===== src/rtl/instr_mem_loader_if.sv =====
// Byte-source / instruction-memory-write bundle between the UART front end and instr_mem_loader.
// The loader consumes it through the slave modport; the byte source drives it through master.
interface instr_mem_loader_if #(
    parameter int MEM_DEPTH = 256
);
    localparam int CW = $clog2(MEM_DEPTH) + 1;

    logic          start;
    logic [7:0]    rx_data;
    logic          rx_valid;
    logic          mem_we;
    logic [31:0]   mem_addr;
    logic [31:0]   mem_wdata;
    logic          halt;
    logic          done;
    logic          error;
    logic [CW-1:0] word_count;

    modport master (
        output start, rx_data, rx_valid,
        input  mem_we, mem_addr, mem_wdata, halt, done, error, word_count
    );

    modport slave (
        input  start, rx_data, rx_valid,
        output mem_we, mem_addr, mem_wdata, halt, done, error, word_count
    );
endinterface


===== src/rtl/instr_mem_loader.sv =====
// Assembles big-endian words from a UART byte stream and writes them to instruction memory
// from address 0, holding the PC until a program ending in the halt sentinel has been stored.
module instr_mem_loader #(
    parameter int          MEM_DEPTH      = 256,
    parameter int          TIMEOUT_CYCLES = 100000,
    parameter logic [31:0] HALT_WORD      = 32'hFFFF_FFFF
) (
    input logic              clk,
    input logic              i_reset,
    instr_mem_loader_if.slave bus
);
    localparam int CW = $clog2(MEM_DEPTH) + 1;
    localparam int TW = $clog2(TIMEOUT_CYCLES + 1);

    typedef enum logic [2:0] {
        IDLE  = 3'd0,
        RECV  = 3'd1,
        WRITE = 3'd2,
        DONE  = 3'd3,
        ERROR = 3'd4
    } state_t;

    state_t        state, state_nxt;
    logic [1:0]    byte_cnt, byte_cnt_nxt;
    logic [31:0]   word, word_nxt;
    logic [TW-1:0] timer, timer_nxt;
    logic [31:0]   addr, addr_nxt;
    logic [CW-1:0] count, count_nxt;
    logic          mem_we_q, mem_we_nxt;
    logic [31:0]   mem_addr_q, mem_addr_nxt;
    logic [31:0]   mem_wdata_q, mem_wdata_nxt;
    logic          halt_q, halt_nxt;
    logic          done_q, done_nxt;
    logic          error_q, error_nxt;

    logic [31:0] word_shift;
    logic [CW:0] count_inc;
    logic        timer_expired;

    assign word_shift    = {word[23:0], bus.rx_data};
    assign count_inc     = {1'b0, count} + {{CW{1'b0}}, 1'b1};
    assign timer_expired = (timer == TW'(TIMEOUT_CYCLES - 1));

    always_ff @(posedge clk or negedge i_reset) begin
        if (!i_reset) state <= IDLE;
        else          state <= state_nxt;
    end

    always_comb begin
        state_nxt = state;
        case (state)
            IDLE:    if (bus.start) state_nxt = RECV;
            RECV: begin
                if (bus.rx_valid) begin
                    if (byte_cnt == 2'd3) state_nxt = WRITE;
                end else if (timer_expired) begin
                    state_nxt = ERROR;
                end
            end
            WRITE: begin
                if (word == HALT_WORD)                      state_nxt = DONE;
                else if (count_inc == (CW+1)'(MEM_DEPTH))   state_nxt = ERROR;
                else                                        state_nxt = RECV;
            end
            DONE:    if (bus.start) state_nxt = RECV;
            ERROR:   if (bus.start) state_nxt = RECV;
            default: state_nxt = IDLE;
        endcase
    end

    // Datapath and output next-values; every output is registered from these.
    always_comb begin
        byte_cnt_nxt  = byte_cnt;
        word_nxt      = word;
        timer_nxt     = timer;
        addr_nxt      = addr;
        count_nxt     = count;
        case (state)
            RECV: begin
                if (bus.rx_valid) begin
                    word_nxt     = word_shift;
                    byte_cnt_nxt = byte_cnt + 2'd1;
                    timer_nxt    = '0;
                end else if (!timer_expired) begin
                    timer_nxt    = timer + TW'(1);
                end
            end
            WRITE: begin
                addr_nxt  = addr + 32'd4;
                count_nxt = count + CW'(1);
                timer_nxt = '0;
                // A byte arriving during the write starts the next word only if loading continues.
                if (state_nxt == RECV && bus.rx_valid) begin
                    word_nxt     = word_shift;
                    byte_cnt_nxt = 2'd1;
                end
            end
            default: begin
                if (bus.start) begin
                    byte_cnt_nxt = '0;
                    timer_nxt    = '0;
                    addr_nxt     = '0;
                    count_nxt    = '0;
                end
            end
        endcase

        mem_we_nxt    = (state_nxt == WRITE);
        mem_addr_nxt  = (state_nxt == WRITE) ? addr       : mem_addr_q;
        mem_wdata_nxt = (state_nxt == WRITE) ? word_shift : mem_wdata_q;
        halt_nxt      = (state_nxt != DONE);
        done_nxt      = (state_nxt == DONE);
        error_nxt     = (state_nxt == ERROR);
    end

    always_ff @(posedge clk or negedge i_reset) begin
        if (!i_reset) begin
            byte_cnt    <= '0;
            word        <= '0;
            timer       <= '0;
            addr        <= '0;
            count       <= '0;
            mem_we_q    <= 1'b0;
            mem_addr_q  <= '0;
            mem_wdata_q <= '0;
            halt_q      <= 1'b1;
            done_q      <= 1'b0;
            error_q     <= 1'b0;
        end else begin
            byte_cnt    <= byte_cnt_nxt;
            word        <= word_nxt;
            timer       <= timer_nxt;
            addr        <= addr_nxt;
            count       <= count_nxt;
            mem_we_q    <= mem_we_nxt;
            mem_addr_q  <= mem_addr_nxt;
            mem_wdata_q <= mem_wdata_nxt;
            halt_q      <= halt_nxt;
            done_q      <= done_nxt;
            error_q     <= error_nxt;
        end
    end

    assign bus.mem_we     = mem_we_q;
    assign bus.mem_addr   = mem_addr_q;
    assign bus.mem_wdata  = mem_wdata_q;
    assign bus.halt       = halt_q;
    assign bus.done       = done_q;
    assign bus.error      = error_q;
    assign bus.word_count = count;
endmodule


===== src/flat_wrapper.sv =====
// flat-port wrapper written by rule: the top's interface ports become plain ports
module instr_mem_loader_flat 
#(
    parameter int          MEM_DEPTH      = 256,
    parameter int          TIMEOUT_CYCLES = 100000,
    parameter logic [31:0] HALT_WORD      = 32'hFFFF_FFFF
)
  (clk, i_reset, bus_start, bus_rx_data, bus_rx_valid, bus_mem_we, bus_mem_addr, bus_mem_wdata, bus_halt, bus_done, bus_error, bus_word_count);
  instr_mem_loader_if #(.MEM_DEPTH(MEM_DEPTH)) bus_i ();
  input logic clk;
  input logic i_reset;
  input wire logic [$bits(bus_i.start)-1:0] bus_start;
  input wire logic [$bits(bus_i.rx_data)-1:0] bus_rx_data;
  input wire logic [$bits(bus_i.rx_valid)-1:0] bus_rx_valid;
  output wire logic [$bits(bus_i.mem_we)-1:0] bus_mem_we;
  output wire logic [$bits(bus_i.mem_addr)-1:0] bus_mem_addr;
  output wire logic [$bits(bus_i.mem_wdata)-1:0] bus_mem_wdata;
  output wire logic [$bits(bus_i.halt)-1:0] bus_halt;
  output wire logic [$bits(bus_i.done)-1:0] bus_done;
  output wire logic [$bits(bus_i.error)-1:0] bus_error;
  output wire logic [$bits(bus_i.word_count)-1:0] bus_word_count;
  assign bus_i.start = bus_start;
  assign bus_i.rx_data = bus_rx_data;
  assign bus_i.rx_valid = bus_rx_valid;
  assign bus_mem_we = bus_i.mem_we;
  assign bus_mem_addr = bus_i.mem_addr;
  assign bus_mem_wdata = bus_i.mem_wdata;
  assign bus_halt = bus_i.halt;
  assign bus_done = bus_i.done;
  assign bus_error = bus_i.error;
  assign bus_word_count = bus_i.word_count;
  instr_mem_loader #(.MEM_DEPTH(MEM_DEPTH), .TIMEOUT_CYCLES(TIMEOUT_CYCLES), .HALT_WORD(HALT_WORD)) u_core (.clk(clk), .i_reset(i_reset), .bus(bus_i));
endmodule

===== config.mk =====
export PLATFORM = sky130hd
export DESIGN_NAME = instr_mem_loader_flat
export DESIGN_NICKNAME = d
export VERILOG_FILES = /design/src/rtl/instr_mem_loader_if.sv /design/src/rtl/instr_mem_loader.sv /design/src/flat_wrapper.sv
export SDC_FILE = /design/constraint.sdc
export NUM_CORES = 1
export LEC_CHECK = 0
export BUFFER_PORTS_ARGS = -buffer_cell sky130_fd_sc_hd__buf_4
export CAP_MARGIN = 10
export CORE_ASPECT_RATIO = 0.8
export CORE_MARGIN = 2
export CORE_UTILIZATION = 40
export CTS_CLUSTER_DIAMETER = 150
export CTS_CLUSTER_SIZE = 20
export DETAILED_ROUTE_END_ITERATION = 10
export GPL_TIMING_DRIVEN = 0
export SLEW_MARGIN = 20
export SYNTH_ARGS = -nofsm -noshare
export SYNTH_HDL_FRONTEND = slang
export SYNTH_SLANG_ARGS = --single-unit

===== constraint.sdc =====
create_clock -name clk -period 2.7 [get_ports clk]
set_clock_uncertainty 0.1 [all_clocks]
set_input_delay 0.27 -clock clk [delete_from_list [all_inputs] [get_ports clk]]
set_output_delay 0.27 -clock clk [all_outputs]
set_load 0.005 [all_outputs]

==> results of run 1 <==
registers in the layout (all words and copies together), names as in the netlist, 2 cells and up:
signal / flops
u_core.bus.mem_addr: 30
u_core.byte_cnt: 2
u_core.bus.word_count: 9
u_core.state: 3
u_core.word: 32
u_core.bus.mem_wdata: 32
u_core.addr: 30
u_core.timer: 17
logic make-up (layout without fill, tap and decap cells):
family	count (synthesis)	count (layout)	synth area share [%]
AND/OR/NAND/NOR	177	177	12.6
flip-flops	159	159	55.6
multiplexers	97	97	16.8
AO/OA/AOI/OAI	74	74	6.89
XOR/XNOR	39	39	4.77
buffers and inverters	37	169	2.41
adder cells (fa/ha/maj)	5	5	0.874
other	1	2	0.0524
cell usage after synthesis (10+ instances only):
cell | n | area, um^2
sky130_fd_sc_hd__and3_1 | 11 | 68.8
sky130_fd_sc_hd__clkbuf_1 | 20 | 75.1
sky130_fd_sc_hd__dfrtp_1 | 158 | 3950
sky130_fd_sc_hd__mux2_2 | 64 | 721
sky130_fd_sc_hd__mux2_4 | 30 | 450
sky130_fd_sc_hd__nand2_1 | 30 | 113
sky130_fd_sc_hd__nand3_1 | 16 | 80.1
sky130_fd_sc_hd__nand4_1 | 23 | 144
sky130_fd_sc_hd__nor2_1 | 55 | 206
sky130_fd_sc_hd__nor3_1 | 10 | 50.1
sky130_fd_sc_hd__o21ai_0 | 27 | 135
sky130_fd_sc_hd__xnor2_1 | 16 | 140
sky130_fd_sc_hd__xor2_1 | 23 | 201
power breakdown:
group / total (uW) / switching (uW) / leakage (uW) / internal [uW]
Clock: 2280 / 939 / 0.000274 / 1340
Sequential: 3500 / 506 / 0.00206 / 3000
Combinational: 2470 / 1020 / 0.00179 / 1450
Total: 8250 / 2460 / 0.00413 / 5790
layout make-up:
| class | count | area (um^2) |
|---|---|---|
| Multi-Input combinational cell | 394 | 3060 |
| Sequential cell | 159 | 3990 |
| Inverter | 7 | 26.3 |
| Clock buffer | 23 | 478 |
| Timing Repair Buffer | 105 | 838 |
| Clock inverter | 7 | 78.8 |
| Fill cell | 1502 | 8540 |
| Tap cell | 225 | 282 |
| Buffer | 27 | 149 |
path summary, 6_finish.rpt:
kind	startpoint	endpoint	slack (ps)	cells after the start
worst min-delay path	bus_start	u_core.bus.done	200	3
max in group asynchronous	i_reset	u_core.addr[19]	1390	3
worst max-delay path	u_core.bus.word_count[0]	u_core.word[30]	60	7
worst min register to register	u_core.byte_cnt[1]	u_core.byte_cnt[1]	400	1
min in group asynchronous	i_reset	u_core.timer[3]	280	2
worst max register to register	u_core.bus.word_count[0]	u_core.word[30]	60	7
worst min-delay path: stages:
cell and delay, ps:
sky130_fd_sc_hd__buf_4 140, sky130_fd_sc_hd__mux2i_1 70, sky130_fd_sc_hd__and2_1 190
through the flow:
stage | worst slack [ps] | instance area (um^2)
final | 55.5 | 8900
after global routing | -16.3 | 8900
after CTS | -93.5 | 8780
after detailed placement | -233 | 8120
after global placement | -186 | 8090
after floorplan | 190 | 7160
layer usage:
| metal | wire length (um) | part of all wire, % | global-route usage [%] |
|---|---|---|---|
| met4 | 223 | 1.5 | 6.82 |
| met2 | 6900 | 45 | 24.0 |
| met3 | 911 | 5.9 | 5.46 |
| met5 | 0 | 0 | 0 |
| met1 | 7330 | 48 | 23.1 |
repair_timing:
action	in CTS	in global routing
hold buffers	9	0
setup endpoints to repair	98	103
resized for setup	6	26
pin swaps	0	2
buffers inserted	0	9
endpoints found under the hold margin	82	0
==> parameters.txt, run 1 <==
Parameter                              Value

Global routing
  GRT Residual Overflow    0
  Largest net degree at the start of global routing    94
  Antenna violations before repair    0
  Wire length of the first global-routing pass    roughly 25 mm
  All-layer global routing usage    about 17%
  Via count of the first global-routing pass    4891

Finish
  Ant diodes    0
  Most common cell after layout, fill and taps aside    sky130_fd_sc_hd__dfrtp_1
  Final design utilization    51.0%
  Area added between synthesis and finish    24.3%
  Fraction of final layout cells with drive strength greater than 1    34.9%
  Most frequent cells in the layout    sky130_fd_sc_hd__dfrtp_1, sky130_fd_sc_hd__buf_4, sky130_fd_sc_hd__mux2_2, sky130_fd_sc_hd__nor2_1
  Finished Layout Cells    947
  Layout Nets    728

Setup path
  Biggest fanout along the worst timing path    10
  Arrival time worst endpoint    2850 ps
  Critical Path RT    2910 ps
  Sequence of cells on the critical path    and4_4, a211o_1, a221o_1, or3_1, a32o_2, buf_6, mux2_4
  Dominant delay contributor by cell family on the critical path    compound AO/OA/AOI/OAI gates
  Worst setup path class    reg2reg
  Delay of the slowest cell on the worst path    ~440 ps
  Type of origin of the critical path    register
  CP max stage cell    sky130_fd_sc_hd__dfrtp_2
  Buffering stage count on the worst path with inverters included    1
  Critical path endpoint category    register

Synthesis
  Synth Warn #    0
  Number of flip-flops and latches in the synthesized netlist    159
  Post-Syn Area    7160 um^2
  Mean Syn Cell Area    12.1 um^2
  Number of enable flip-flop cells after synthesis    0
  Number of different library cells in the post-synthesis netlist    56
  Top FF cell, synth    sky130_fd_sc_hd__dfrtp_1
  Share of flip-flops with an asynchronous set or reset after synthesis    100%
  Share of the yosys chip area belonging to registers    between 50% and 60%
  Gate count after technology mapping    about 600

Clocking
  CTS tree    yes
  H-tree depth reported by CTS    4
  Clock transition at the registers of the reported paths    around 60 ps
  CTS sink cnt    between 150 and 200
  Insertion delay of the later-clocked pin in the worst-skew pair    430 ps
  CTS root buffer    sky130_fd_sc_hd__clkbuf_16
  Largest buffer count on any clock path    2
  Number of buffers created by CTS    17

Floorplan
  Area of the die    19000 um^2
  Number of placement rows    between 40 and 50
  Effective utilization at floorplan    41.0%
  Die width    154 um
  Core Box Area    17400 um^2
  Total I/O pin count    89
  Floorplan die height    between 100 and 150 um

Routing
  Wire length per cell    16.2 um
  Vias after detailed routing    4964
  Number of DRC markers in iteration 0    330
  Pre-antenna DRT Iters    5
  Avg Vias per Cell    5.24
  Residual DRC    0
  Wirelength, routed    approximately 15 mm
  DRT antenna net count    0

Pwr
  Worst supply voltage drop on vdd    roughly 0.50 mV
  Sum of internal, switching and leakage power    8250 uW
  Power density of the placed cells    around 930 nW/um^2
  Leak pwr    just over 0.004 uW

Timing
  Post-route clock period utilization    97.9%
  Shortest clock period the worst path allows after layout    roughly 2600 ps
  Tightest Pin Transition    800 ps
  Final Max Slew Viols    0
  Total of endpoints with negative setup slack in the final report    0
  Highest achievable clock rate    0.378 GHz
  Final setup TNS    0 ps
  Post-route worst hold slack    200 ps
  Slew margin rel.    a little under half
  Final Hold Vio Count    0

Worst hold path
  Min-Delay Path Class    in2reg

Run status
  Result of the run    completed

Placement
  Number of buffers inserted by port buffering    86
  Sum of net half-perimeters after detailed placement    10.4 mm
  Final GP Congestion    0.805
  Placed cell count    902

Flow run
  Max Cap Viol    0
Power figures use the tool's default switching activity.
==> inputs of run 2 (changes only) <==
--- a/config.mk
+++ b/config.mk
@@ -14,6 +14,7 @@
 export CTS_CLUSTER_SIZE = 20
 export DETAILED_ROUTE_END_ITERATION = 10
 export GPL_TIMING_DRIVEN = 0
+export PLACE_DENSITY = 0.66
 export SLEW_MARGIN = 20
 export SYNTH_ARGS = -nofsm -noshare
 export SYNTH_HDL_FRONTEND = slang
==> run 2 against run 1 <==
Final cell count shrank 0.42%. Cell area is 0.17% lower. Largest power group unchanged. Largest cell class unchanged. Via count grew 0.44%.
==> parameters.txt, run 2 (same netlist as run 1, synthesis figures left out) <==
Parameter                              Value

Run status
  Result of the run    completed

Timing
  Setup repair after global routing missed its margin    yes
  Post-route worst hold slack    198 ps
  Final Max Slew Viols    0
  Total of endpoints with negative setup slack in the final report    0
  Final Hold Vio Count    0
  Post-route clock period utilization    99.0%
  Highest achievable clock rate    between 0.3 and 0.4 GHz
  Shortest clock period the worst path allows after layout    2670 ps
  Tightest Pin Transition    ~700 ps
  Slew margin rel.    53.0%

Routing
  Pre-antenna DRT Iters    5
  Number of DRC markers in iteration 0    roughly 280
  Vias after detailed routing    4986
  DRT antenna net count    0
  Residual DRC    0
  Wire length per cell    16.3 um
  Wirelength, routed    15.4 mm
  Avg Vias per Cell    5.29

Floorplan
  Floorplan die height    124 um
  Area of the die    between 15000 and 20000 um^2
  Effective utilization at floorplan    41.0%
  Number of placement rows    43
  Total I/O pin count    89
  Core Box Area    between 15000 and 20000 um^2
  Die width    154 um

Setup path
  Arrival time worst endpoint    2890 ps
  Worst setup path class    reg2reg
  Startpoint of the most critical register-to-register path    u_core.bus.word_count[0]
  Biggest fanout along the worst timing path    10
  Critical path endpoint category    register
  Worst r2r dst    u_core.word[30]
  Type of origin of the critical path    register
  Worst-case register-to-register setup slack    30 ps
  Count of cells along the worst register-to-register path    7
  Critical Path RT    2910 ps

Worst hold path
  Endpoint with the worst hold slack    u_core.bus.done
  Min-Delay Path Class    in2reg
  Origin of the worst min-delay path    bus_start
  Cell depth of the worst min-delay path    3

Finish
  Most common cell after layout, fill and taps aside    sky130_fd_sc_hd__dfrtp_1
  Fraction of final layout cells with drive strength greater than 1    34.5%
  Most frequent cells in the layout    sky130_fd_sc_hd__dfrtp_1, sky130_fd_sc_hd__buf_4, sky130_fd_sc_hd__mux2_2, sky130_fd_sc_hd__nor2_1
  Area added between synthesis and finish    24.1%
  Layout Nets    723
  Finished Layout Cells    943
  Ant diodes    0

Global routing
  Wire length of the first global-routing pass    approximately 25 mm
  All-layer global routing usage    16.9%
  Via count of the first global-routing pass    5044
  Largest net degree at the start of global routing    87
  GRT Residual Overflow    0
  Antenna violations before repair    0

Clocking
  H-tree depth reported by CTS    4
  Clock transition at the registers of the reported paths    roughly 60 ps
  Insertion delay of the later-clocked pin in the worst-skew pair    430 ps
  CTS sink cnt    159
  Number of buffers created by CTS    17
  CTS root buffer    sky130_fd_sc_hd__clkbuf_16
  Largest buffer count on any clock path    2
  CTS tree    yes

Placement
  Placed cell count    around 900
  Sum of net half-perimeters after detailed placement    10.5 mm
  Final GP Congestion    0.810
  Number of buffers inserted by port buffering    86

Pwr
  Leak pwr    0.00410 uW
  Worst supply voltage drop on vdd    0.536 mV
  Sum of internal, switching and leakage power    8260 uW
  Power density of the placed cells    930 nW/um^2

Flow run
  Max Cap Viol    0
run 2: cell types whose count changed in the layout (fill, tap and decap cells not counted), sizes merged:
| cell | change |
|---|---|
| clkinvlp | +1 |
| clkbuf | -2 |
| buf | -5 |
| clkinv | +2 |
run 2: metrics by stage:
step	TNS (ps)	setup WS [ps]	util (%)	area (um^2)
6_report	0	25.9	50.9	8880
5_1_grt	-917	-44.6	50.9	8880
4_1_cts	0	8.63	50.6	8820
3_5_place_dp	-17480	-318	46.6	8120
3_3_place_gp	-11550	-198	46.4	8090
2_1_floorplan	0	190	-	7160
run 2: layer usage:
metal  part of all wire [%]  GRT usage (%)  up-vias
met2                     47           26.6      124
met5                      0              0        -
met4                    1.3           5.56        0
met1                     46           21.9     2490
met3                    5.3           5.98       23
li1                       -              -     2349
run 2: worst max path at each step:
stage                                         from                  endpoint  slack [ps]  cells past startpoint
after floorplan           u_core.bus.word_count[0]           u_core.word[10]         190                      9
after CTS                 u_core.bus.word_count[1]            u_core.word[5]           9                      8
after global routing      u_core.bus.word_count[0]           u_core.word[26]         -40                      7
after detailed placement           u_core.state[1]   u_core.bus.mem_addr[14]        -320                      6
final                     u_core.bus.word_count[0]           u_core.word[30]          30                      7
after global placement             u_core.state[1]  u_core.bus.mem_wdata[13]        -200                      6
run 2: critical path, cell delays in order, from the launching register on:
cell and delay [ps]:
sky130_fd_sc_hd__dfrtp_2 460, sky130_fd_sc_hd__and4_4 220, sky130_fd_sc_hd__a211o_1 300, sky130_fd_sc_hd__a221o_1 350
sky130_fd_sc_hd__or3_4 350, sky130_fd_sc_hd__a32o_2 300, sky130_fd_sc_hd__buf_6 180, sky130_fd_sc_hd__mux2_4 300
run 2: area by class of cell:
type	instances	area, um^2
clock buffers	21	460
inverters	7	26.3
flip-flops and latches	159	3990
clock inverters	10	106
repair buffers	100	801
plain buffers	27	146
well taps	225	282
multi-input cells	394	3070
fillers	1542	8550
run 2: power breakdown:
part	switching, uW	leakage [uW]	internal [uW]	total, uW
Sequential	517	0.00207	3000	3510
Clock	979	0.000276	1330	2310
Combinational	1020	0.00176	1420	2440
run 2: timing repair:
action                                  4_1_cts  5_1_grt
hold buffers                                  9        0
hold endpoints to repair                     89        0
setup buffers                                 0        4
resized for setup                             7       24
pin swaps                                     1        1
endpoints found under the setup margin       99      100
